[src/rtl/fret_sampler_array.sv]
// Samples NUM_LANES screen positions per video frame, classifies each pixel as
// pressed/released/unknown colour and debounces the result over FILTER_FRAMES frames.
module fret_sampler_array #(
  parameter int NUM_LANES     = 5,
  parameter int FILTER_FRAMES = 2,
  parameter int X_W           = 11,
  parameter int Y_W           = 10
) (
  input  logic                           CLK,
  input  logic                           RST,
  input  logic                           Enable,
  input  logic                           HSyncPulse,
  input  logic                           VSyncPulse,
  input  logic                           VDE,
  input  logic [23:0]                    RGB,
  input  logic [7:0]                     Tolerance,
  input  logic [NUM_LANES*(X_W+Y_W)-1:0] Pos,
  input  logic [NUM_LANES*24-1:0]        OnColour,
  input  logic [NUM_LANES*24-1:0]        OffColour,
  output logic [NUM_LANES-1:0]           Press,
  output logic [NUM_LANES-1:0]           Sampled
);

  localparam int P_W = X_W + Y_W;
  localparam int C_W = 4;
  localparam logic [C_W-1:0] FILT = C_W'(FILTER_FRAMES);

  typedef enum logic [1:0] {CLS_NONE = 2'd0, CLS_ON = 2'd1, CLS_OFF = 2'd2} sampleClass_t;
  typedef enum logic {RELEASED = 1'b0, PRESSED = 1'b1} laneState_t;

  logic [X_W-1:0] xCnt;
  logic [Y_W-1:0] yCnt;
  logic           lineActive;

  function automatic logic withinTol(input logic [7:0] a, input logic [7:0] b,
                                     input logic [7:0] tol);
    logic [8:0] diff;
    if (a >= b) diff = {1'b0, a} - {1'b0, b};
    else        diff = {1'b0, b} - {1'b0, a};
    return diff <= {1'b0, tol};
  endfunction

  function automatic logic colourMatch(input logic [23:0] pix, input logic [23:0] target,
                                       input logic [7:0] tol);
    return withinTol(pix[23:16], target[23:16], tol) &&
           withinTol(pix[15:8],  target[15:8],  tol) &&
           withinTol(pix[7:0],   target[7:0],   tol);
  endfunction

  // Raster position tracking; a frame start overrides a coincident line start.
  always_ff @(posedge CLK or posedge RST) begin
    if (RST) begin
      xCnt       <= '0;
      yCnt       <= '0;
      lineActive <= 1'b0;
    end else if (VSyncPulse) begin
      xCnt       <= '0;
      yCnt       <= '0;
      lineActive <= 1'b0;
    end else if (HSyncPulse) begin
      xCnt <= '0;
      if (lineActive) begin
        if (yCnt != {Y_W{1'b1}}) yCnt <= yCnt + Y_W'(1);
        lineActive <= 1'b0;
      end
    end else if (VDE) begin
      lineActive <= 1'b1;
      if (xCnt != {X_W{1'b1}}) xCnt <= xCnt + X_W'(1);
    end
  end

  for (genvar i = 0; i < NUM_LANES; i++) begin : gLane
    logic [X_W-1:0] laneX;
    logic [Y_W-1:0] laneY;
    logic [23:0]    onTarget;
    logic [23:0]    offTarget;
    logic           sampleHit;
    sampleClass_t   sampleClass;
    logic [C_W-1:0] onNext;
    logic [C_W-1:0] offNext;
    logic           hitReg;
    sampleClass_t   classReg;
    logic [C_W-1:0] onCnt;
    logic [C_W-1:0] offCnt;
    laneState_t     state;
    logic           pressReg;
    logic           sampledReg;

    assign laneX     = Pos[i*P_W +: X_W];
    assign laneY     = Pos[i*P_W + X_W +: Y_W];
    assign onTarget  = OnColour[i*24 +: 24];
    assign offTarget = OffColour[i*24 +: 24];
    assign sampleHit = VDE && !VSyncPulse && (xCnt == laneX) && (yCnt == laneY);

    // Pixel classification; the pressed colour wins when both match.
    always_comb begin
      if (colourMatch(RGB, onTarget, Tolerance))       sampleClass = CLS_ON;
      else if (colourMatch(RGB, offTarget, Tolerance)) sampleClass = CLS_OFF;
      else                                             sampleClass = CLS_NONE;
    end

    // Filter counts as they will be after this frame's sample is committed.
    always_comb begin
      onNext  = onCnt;
      offNext = offCnt;
      if (hitReg && classReg == CLS_ON) begin
        onNext  = (onCnt == FILT) ? onCnt : onCnt + C_W'(1);
        offNext = '0;
      end else if (hitReg && classReg == CLS_OFF) begin
        offNext = (offCnt == FILT) ? offCnt : offCnt + C_W'(1);
        onNext  = '0;
      end else begin
        onNext  = onCnt;
        offNext = offCnt;
      end
    end

    // Per-frame sample capture and hit report.
    always_ff @(posedge CLK or posedge RST) begin
      if (RST) begin
        hitReg     <= 1'b0;
        classReg   <= CLS_NONE;
        sampledReg <= 1'b0;
      end else if (VSyncPulse) begin
        sampledReg <= hitReg;
        hitReg     <= 1'b0;
        classReg   <= CLS_NONE;
      end else if (sampleHit) begin
        hitReg   <= 1'b1;
        classReg <= sampleClass;
      end
    end

    // Debounce state machine, held cleared while disabled.
    always_ff @(posedge CLK or posedge RST) begin
      if (RST) begin
        onCnt    <= '0;
        offCnt   <= '0;
        state    <= RELEASED;
        pressReg <= 1'b0;
      end else if (!Enable) begin
        onCnt    <= '0;
        offCnt   <= '0;
        state    <= RELEASED;
        pressReg <= 1'b0;
      end else if (VSyncPulse) begin
        onCnt  <= onNext;
        offCnt <= offNext;
        case (state)
          RELEASED: if (onNext == FILT) begin
            state    <= PRESSED;
            pressReg <= 1'b1;
          end
          PRESSED: if (offNext == FILT) begin
            state    <= RELEASED;
            pressReg <= 1'b0;
          end
          default: begin
            state    <= RELEASED;
            pressReg <= 1'b0;
          end
        endcase
      end
    end

    assign Press[i]   = pressReg;
    assign Sampled[i] = sampledReg;
  end

endmodule

[config.mk]
export PLATFORM = sky130hd
export DESIGN_NAME = fret_sampler_array
export DESIGN_NICKNAME = d
export VERILOG_FILES = /design/src/rtl/fret_sampler_array.sv
export SDC_FILE = /design/constraint.sdc
export NUM_CORES = 1
export LEC_CHECK = 0
export ABC_AREA = 1
export BUFFER_PORTS_ARGS = -buffer_cell sky130_fd_sc_hd__buf_2
export CORE_ASPECT_RATIO = 2
export CORE_MARGIN = 2
export CORE_UTILIZATION = 25
export DETAILED_ROUTE_END_ITERATION = 12
export PLACE_DENSITY = 0.48
export SLEW_MARGIN = 10
export SYNTH_ARGS = -nofsm -noshare
export SYNTH_HDL_FRONTEND = slang
export SYNTH_SLANG_ARGS = --single-unit
[constraint.sdc]
create_clock -name CLK -period 5.8 [get_ports CLK]
set_input_delay 0.58 -clock CLK [delete_from_list [all_inputs] [get_ports CLK]]
set_output_delay 0.58 -clock CLK [all_outputs]
set_load 0.01 [all_outputs]
== Yosys cells after proc, flatten, opt, wreduce, memory -nomap -nowiden ==
Index checks and enable logic that the tools add are counted.
Storage, ports and cells
  register bits: 92
  input port bits: 383
  output and inout bits: 10
  logic and storage cells: 473
Operators by class
  add/sub/neg operators: 72
  order comparisons: 60
  equal/unequal tests: 53
  multiplexer cells: 186
  bitwise gates (word level): 5
  reductions and logical operators: 59
Operators by type and width (number)
  $sub A8 B8 Y9: 60
  $mux W9: 45
  $le A9 B8 Y1: 30
  $ge A8 B8 Y1: 30
  $mux W4: 50
  $eq A4 B2 Y1 const B: 20
  $eq A11 B11 Y1: 5
  $mux W1: 53
  $eq A10 B10 Y1: 5
  $mux W11: 4
  $logic_and A1 B1 Y1: 41
  $add A4 B1 Y4 const B: 10
  $mux W10: 4
  $mux W2: 20
  $pmux W1 S2: 10
  $reduce_and A3 Y1: 6
  $reduce_bool A2 Y1: 8
  $ne A3 B2 Y1 const B: 5
  $ne A3 B3 Y1 const B: 5
  $add A11 B1 Y11 const B: 1
  $ne A11 B11 Y1 const B: 1
  $add A10 B1 Y10 const B: 1
  $eq A2 B1 Y1 const B: 5
  $eq A2 B2 Y1 const B: 5
  6 further kinds: 11

== Depth between registers and ports, before layout ==
Gate-level depths: netlist of run 1.
  depth after elaboration: 13
  depth in mapped cells: 31
  depth with buffers taken out: 30

== Worst setup path after synthesis of run 1 ==
OpenSTA, ideal clock, no wires.
  path type: input to register
  start: in RGB[1]
  end: reg gLane[1].classReg[1]
  library setup time: 116 ps
  arrival time: 3512 ps
  required time: 5684 ps
  setup slack: 2172 ps
  stages on the path: 25
  path buffers: 1
  path through: inv_1 -> ha_1 -> nand2_1 -> o21ai_0 -> nand2_1 -> nand3_1 -> nand2_1 -> nand2_1 -> buf_4 -> o21ai_1 -> xor2_1 -> inv_1 -> ha_1 -> nand2_1 -> nor2_1 -> nand2_1 -> nand2_1 -> o21ai_0 -> nand2_1 -> a21oi_1 -> nor2_1 -> nor2_2 -> nand2_1 -> nand2_1 -> nand2_1
Between the ends
  word-level cells in the longest chain between the ends: 9
  elaborated cells between the ends (all ways): 17
  those cells by class: 4 x add/sub; 4 x order compare; 7 x mux; 2 x reduce/logical
RTL lines
  start: declaration: line 15  | input logic [23:0] RGB,
  $sub A8 B8 Y9, or another cell as far along: line 39  | else diff = {1'b0, b} - {1'b0, a};
  $mux W9: line 38  | if (a >= b) diff = {1'b0, a} - {1'b0, b};
  $mux W9: line 97  | if (colourMatch(RGB, onTarget, Tolerance)) sampleClass = CLS_ON;
  $le A9 B8 Y1: line 40  | return diff <= {1'b0, tol};
  $logic_and A1 B1 Y1: line 46  | withinTol(pix[15:8], target[15:8], tol) &&
  $mux W2: line 98  | else if (colourMatch(RGB, offTarget, Tolerance)) sampleClass = CLS_OFF;
  $mux W2 (*): line 97
  $mux W2 (*): line 128  | end else if (sampleHit) begin
  $mux W2 (*): line 124  | end else if (VSyncPulse) begin
  end signal: assignment: line 130  | classReg <= sampleClass;
  end: declaration: line 82  | sampleClass_t classReg;
Mark *: on every way between the ends. The rest lies on a longest branch, timed or not. The select of a mux whose other input is x is not followed.
A chain may end at the register's enable or synchronous reset.

== Worst setup path in the final report of run 1 ==
  start: in RGB[10]
  end: reg gLane[3].classReg[1]
Between the ends
  word-level cells in the longest chain between the ends: 10
  elaborated cells between the ends (all ways): 19
  those cells by class: 4 x add/sub; 4 x order compare; 7 x mux; 4 x reduce/logical
RTL lines
  $sub A8 B8 Y9, or another cell as far along: line 39
  $mux W9: line 38
  $mux W9: line 97
  $le A9 B8 Y1: line 40
  $logic_and A1 B1 Y1: line 45  | return withinTol(pix[23:16], target[23:16], tol) &&
  $logic_and A1 B1 Y1: line 46
  $mux W2: line 98
  $mux W2 (*): line 97
  $mux W2 (*): line 128
  $mux W2 (*): line 124
  end signal: assignment: line 130
  end: declaration: line 82
Marks and branches as above.

==> run metrics, run 1 <==
status=complete, no violations; I/O Buffers=392; WP data arrival=4.96 ns; Synth Area in XOR/XNOR=6.30%; routed via count=37000; clk sinks=92; largest net degree at the start of global routing=64; most common cell after layout, fill and taps aside=nand2_1; critical path peak fanout=11; Seq/Total Area, Yosys=6.65%; GRT overflow=0; main combinational cell family by area after synthesis=adder cells; final WL=152000 um; Sw Ratio=54.4%; # rows=193; die width=267 um; VDD IR-drop max=133 uV; critical path launch point type=input port; Distinct cells, synth=51; CTS tree=built; commonest non-fill, non-tap cells in the layout=nand2_1, inv_1, ha_1, a21oi_1, buf_2; Ys Warns=0; Comb power frac=76.5%; Hold-fix buffers, CTS=0; Max Fclk=0.216 GHz; power share of the clock group=11.6%; Worst Setup Path Type=input port to flop; RSZ-0062 raised after global routing=no; Post-Synthesis Cells=5612; H-tree depth=3; Initial Util=25.1%; power density over the cells=141 mW/mm^2; critical path's slowest cell=inv_1; Slew HR=18.8%; vias in the first global route=37400; CP max stage delay=0.58 ns; adder-cell share of the synthesized area=30.3%; Final nets=7139; Final Wtd Congestion=0.962; DP HPWL=129000 um; Routed wire per std cell=19.5 um; Critical Path Most Common Cell=nand2_1; Pint=2.50 mW; Cell Area, Synth=0.0346 sq mm; Post-CTS Setup Bufs=0; number of I/O pins=393; total leakage power=22.3 nW; final setup fails=0; Synth Area in Compound Gates=15.6%; hold_ws=0.192 ns; Syn-to-layout area delta=12.4%; share of layout cells above drive strength 1=9.47%; syn_area_per_cell=6.17 sq um; post-synthesis register bit count=92; CTS resizes=0; number of flops mapped to enable cells by yosys=0; worst-case clock buffer depth=2; clock latency on the worst-skew pair=0.38 ns; Fillers=15600; WP data required=6.13 ns; setup TNS=0 ns; Core Box Area=0.138 sq mm; floorplan die height=530 um; HP Class=input port to async pin; multiplexer share of the synthesized area=0%; total die area=0.142 sq mm; crit share post-route=79.9%; Period minus WS final=4.63 ns; asr flop ratio synth=100%; # DRC=0; final hold violation count=0; number of routed nets with antenna violations=0; Vias/cell=4.73; Root Buffer=clkbuf_16; Slew Limit Fails=0; crit path capture type=flop; GR Util All Layers=21.0%; simple-gate portion of the synthesized area=27.9%; Max-Cap Viols=0; Post-Route Skew=0.0111 ns; initial antenna violation count=73; design area=0.0389 sq mm; initial drt markers=1487; first-pass GRT wire length=223000 um; ys flop type=dfrtp_1; measured slew at the worst slew-check pin=1.21 ns; Post-DP Area=0.0386 sq mm; DR pass1 iterations=5; Clk pin slew, worst setup/hold paths=0.08 ns; Flop pwr share=11.9%; Net Count, Synth=6797; NetSw=2.99 mW; Total Power=5.49 mW; CTS Buf Count=9
==> cell type report <==
type	count	area (sq um)	share of cell area, %
antenna	17	42.5	0.109
clock buffer	9	225	0.579
clock inverter	6	72.6	0.186
inverter	1041	3920	10.1
multi-input combinational	4370	27700	71.2
sequential	92	2300	5.91
tap	1852	2320	5.95
timing repair buffer	440	2330	6.00
==> metrics by stage <==
stage | cells | worst slack, ns | util [%]
global placement | 7795 | 0.725 | 28.0
finish | 7827 | 1.17 | 28.2
detailed placement | 7795 | 0.696 | 28.0
global route | 7817 | 0.829 | 28.2
floorplan | 5612 | 2.17 | -
CTS | 7810 | 1.09 | 28.2
==> cell usage after synthesis (all sizes together) (3+ instances only) <==
| cell | instances | area (sq um) |
|---|---|---|
| nand2 | 1647 | 6290 |
| inv | 1040 | 3900 |
| ha | 742 | 9280 |
| a21oi | 428 | 2150 |
| o21ai | 304 | 1550 |
| nor2 | 295 | 1130 |
| nand3 | 272 | 1380 |
| xor2 | 139 | 1220 |
| xnor2 | 110 | 963 |
| buf | 95 | 646 |
| dfrtp | 92 | 2300 |
| nand4 | 67 | 432 |
| fa | 60 | 1200 |
| o22ai | 42 | 263 |
| a31oi | 41 | 257 |
| a21o | 37 | 278 |
| o21bai | 37 | 278 |
| nor3 | 33 | 165 |
| o211ai | 29 | 218 |
| or2 | 21 | 131 |
| clkbuf | 14 | 56.3 |
| o21a | 12 | 90.1 |
| nand3b | 11 | 82.6 |
| o221ai | 10 | 87.6 |
| a41oi | 9 | 78.8 |
| a22oi | 4 | 30.0 |
| nor3b | 4 | 35.0 |
| o2111ai | 4 | 35.0 |
| a211oi | 3 | 22.5 |
| a21boi | 3 | 22.5 |
==> worst paths after layout <==
| check | from | to | slack [ns] | depth (start not counted) |
|---|---|---|---|---|
| worst max-delay path | RGB[10] | gLane[3].classReg[1] | 1.17 | 28 |
| worst min-delay path | RST | gLane[4].classReg[0] | 0.19 | 2 |
| worst max register to register | yCnt[6] | gLane[2].classReg[1] | 2.51 | 12 |
| worst min register to register | gLane[3].pressReg | gLane[3].pressReg | 0.48 | 2 |
| max in group asynchronous | RST | xCnt[10] | 4.33 | 3 |
| min in group CLK | gLane[3].pressReg | gLane[3].pressReg | 0.48 | 2 |
==> routing by layer <==
| layer | share of wire [%] | routed length, um | global-route usage (%) |
|---|---|---|---|
| met1 | 34 | 52300 | 19.5 |
| met2 | 52 | 79900 | 41.0 |
| met3 | 5.5 | 8320 | 4.49 |
| met4 | 7.4 | 11200 | 13.3 |
| met5 | 0.44 | 668 | 0 |
==> sequential cells by signal, indices dropped and copies added (netlist names) <==
register and count:
gLane.onCnt 20, gLane.pressReg 5, lineActive 1, gLane.sampledReg 5
gLane.offCnt 20, gLane.hitReg 5, yCnt 10, gLane.classReg 10
xCnt 11, gLane.state 5
==> power by group through the flow <==
stage	combinational (mW)	clock, mW	sequential, mW
floorplan	2.93	0	0.660
global placement	4.21	0	0.663
finish	4.20	0.637	0.651
global route	4.83	0.674	0.651
CTS	4.25	0.654	0.650
detailed placement	4.23	0	0.663
==> critical path, delay by kind of cell <==
family	cells	cell delay, ns
buffers and inverters	4	1.24
AND/OR/NAND/NOR	18	1.61
XOR/XNOR	1	0.15
adder cells (fa/ha/maj)	2	0.85
AO/OA/AOI/OAI	3	0.49
==> kinds of logic (layout without fill, tap and decap cells) <==
kind of cell | Yosys count | in the layout
XOR/XNOR | 249 | 249
buffers and inverters | 1150 | 1496
flip-flops | 92 | 92
AND/OR/NAND/NOR | 2353 | 2353
adder cells (fa/ha/maj) | 802 | 802
AO/OA/AOI/OAI | 966 | 966
other | 0 | 17
(Power assumes the default switching activity.)
==> run 2: changes to the inputs <==
clock period = 4.7 ns   (was 5.8 ns; I/O delays follow)
==> run metrics, run 2 (synthesis results as in run 1) <==
total leakage power=22.5 nW (+0.96%); Initial Util=25.1% (unchanged); Slew Limit Fails=0 (unchanged); largest net degree at the start of global routing=37 (-42%); WP data arrival=4.16 ns (-0.80 ns); floorplan die height=530 um (unchanged); CP max stage delay=0.41 ns (-0.17 ns); first-pass GRT wire length=223000 um (about the same); Fillers=15700 (+0.71%); crit path capture type=flop; CP top delay family=simple AND/OR/NAND/NOR gates; hold_ws=0.112 ns (-0.0792 ns); routed via count=37300 (+0.77%); Final Wtd Congestion=0.972 (+0.98%); WP buf/inv=4 (unchanged); # rows=193 (unchanged); vias in the first global route=37600 (+0.65%); critical path's slowest cell=inv_1; die width=267 um (unchanged); setup TNS=0 ns (unchanged); measured slew at the worst slew-check pin=1.14 ns (-0.0738 ns); Post-Route Skew=0.0131 ns (+0.00195 ns); Syn-to-layout area delta=13.6%; number of routed nets with antenna violations=0 (unchanged); HP Class=input port to async pin; Max-Cap Viols=0 (unchanged); Worst Setup Path Type=input port to flop; post-route insts no fill=7862 (+0.45%); final WL=153000 um (+0.69%); commonest non-fill, non-tap cells in the layout=nand2_1, inv_1, ha_1, a21oi_1, buf_2; crit share post-route=82.7%; clock latency on the worst-skew pair=0.38 ns (about the same); Max Fclk=0.257 GHz; most common cell after layout, fill and taps aside=nand2_1; GR Util All Layers=21.1% (+0.050 points); met2 Use GR=41.8% (+0.80 points); clk sinks=92 (unchanged); final hold violation count=0 (unchanged); VDD IR-drop max=138 uV (+3.2%); critical path launch point type=input port; met3 Resource Use GR=3.77% (-0.72 points); number of I/O pins=393 (unchanged); I/O Buffers=392 (unchanged); Slew HR=23.7% (+5.0 points); power density over the cells=174 mW/mm^2 (+23%); biggest regs=gLane.offCnt (20), gLane.onCnt (20), xCnt (11); Clk pin slew, worst setup/hold paths=0.08 ns (about the same); critical path peak fanout=11 (unchanged); status=complete, no violations; total die area=0.142 sq mm (unchanged); Post-CTS Setup Bufs=0 (unchanged); Root Buffer=clkbuf_16; worst-case clock buffer depth=2 (unchanged); WP data required=4.98 ns (-1.15 ns); M1 GR Usage=19.6% (+0.096 points); initial antenna violation count=57 (-22%); Core Box Area=0.138 sq mm (unchanged); Placed Cells incl. Taps=7830 (+0.45%); initial drt markers=1569 (+5.5%); DP HPWL=130000 um (+1.1%); DR pass1 iterations=7 (+2); H-tree depth=3 (unchanged); CTS resizes=0 (unchanged); Hold-fix buffers, CTS=0 (unchanged); share of layout cells above drive strength 1=10.0% (+0.54 points); Routed wire per std cell=19.5 um (+0.25%); Total Power=6.83 mW (+24%); CTS tree=built; final setup fails=0 (unchanged); Vias/cell=4.74 (+0.32%); CTS Buf Count=9 (unchanged); Critical Path Most Common Cell=nand2_1; Period minus WS final=3.89 ns; global route hottest layer=met2; GRT overflow=0 (unchanged); Final nets=7174 (+0.49%); # DRC=0 (unchanged); RSZ-0062 raised after global routing=no
run 2: path summary, 6_finish.rpt:
kind | start | to | slack, ns | depth (start not counted)
max in group asynchronous | RST | gLane[2].onCnt[0] | 3.68 | 3
max reg2reg | yCnt[6] | gLane[2].classReg[1] | 1.59 | 12
min in group CLK | VDE | lineActive | 0.40 | 3
min | RST | gLane[3].offCnt[1] | 0.11 | 2
min reg2reg | gLane[1].pressReg | gLane[1].pressReg | 0.48 | 2
max | RGB[3] | gLane[1].classReg[1] | 0.81 | 27
run 2: metal layers:
metal	up-vias	wire length, um
li1	18700	-
met1	16900	53100
met2	1103	81000
met3	472	7760
met4	86	11000
met5	-	532
run 2: worst reg2reg max path: stages, from the launching register on:
cell and delay [ns]:
dfrtp_1 0.70, inv_1 0.18, nand2_1 0.09, nand2_1 0.05
nor3_1 0.89, nand2_1 0.13, nor2_1 0.14, nand2_1 0.27
nor2_1 0.19, nand3_1 0.16, nor2_1 0.14, nand2_1 0.05
nand2_1 0.05
run 2: final cells by class:
| cell class | count | area, sq um | area share (%) |
|---|---|---|---|
| multi-input cells | 4370 | 27700 | 70.5 |
| well taps | 1852 | 2320 | 5.89 |
| repair buffers | 475 | 2720 | 6.92 |
| inverters | 1041 | 3920 | 9.96 |
| flip-flops and latches | 92 | 2300 | 5.86 |
| diodes | 16 | 40.0 | 0.102 |
| clock buffers | 10 | 239 | 0.608 |
| clock inverters | 6 | 70.1 | 0.178 |
run 2: stage by stage:
| step | util [%] | setup WS (ns) | instance area, sq um |
|---|---|---|---|
| floorplan | - | 1.18 | 34600 |
| global placement | 28.3 | 0.410 | 39000 |
| detailed placement | 28.3 | 0.383 | 39000 |
| CTS | 28.5 | 0.773 | 39300 |
| global route | 28.5 | 0.343 | 39300 |
| finish | 28.5 | 0.814 | 39300 |
run 2: power breakdown:
group          switching [mW]  internal, mW
clock network           0.395         0.433
logic                    3.28          1.92
registers             0.00658         0.796
total                    3.69          3.15
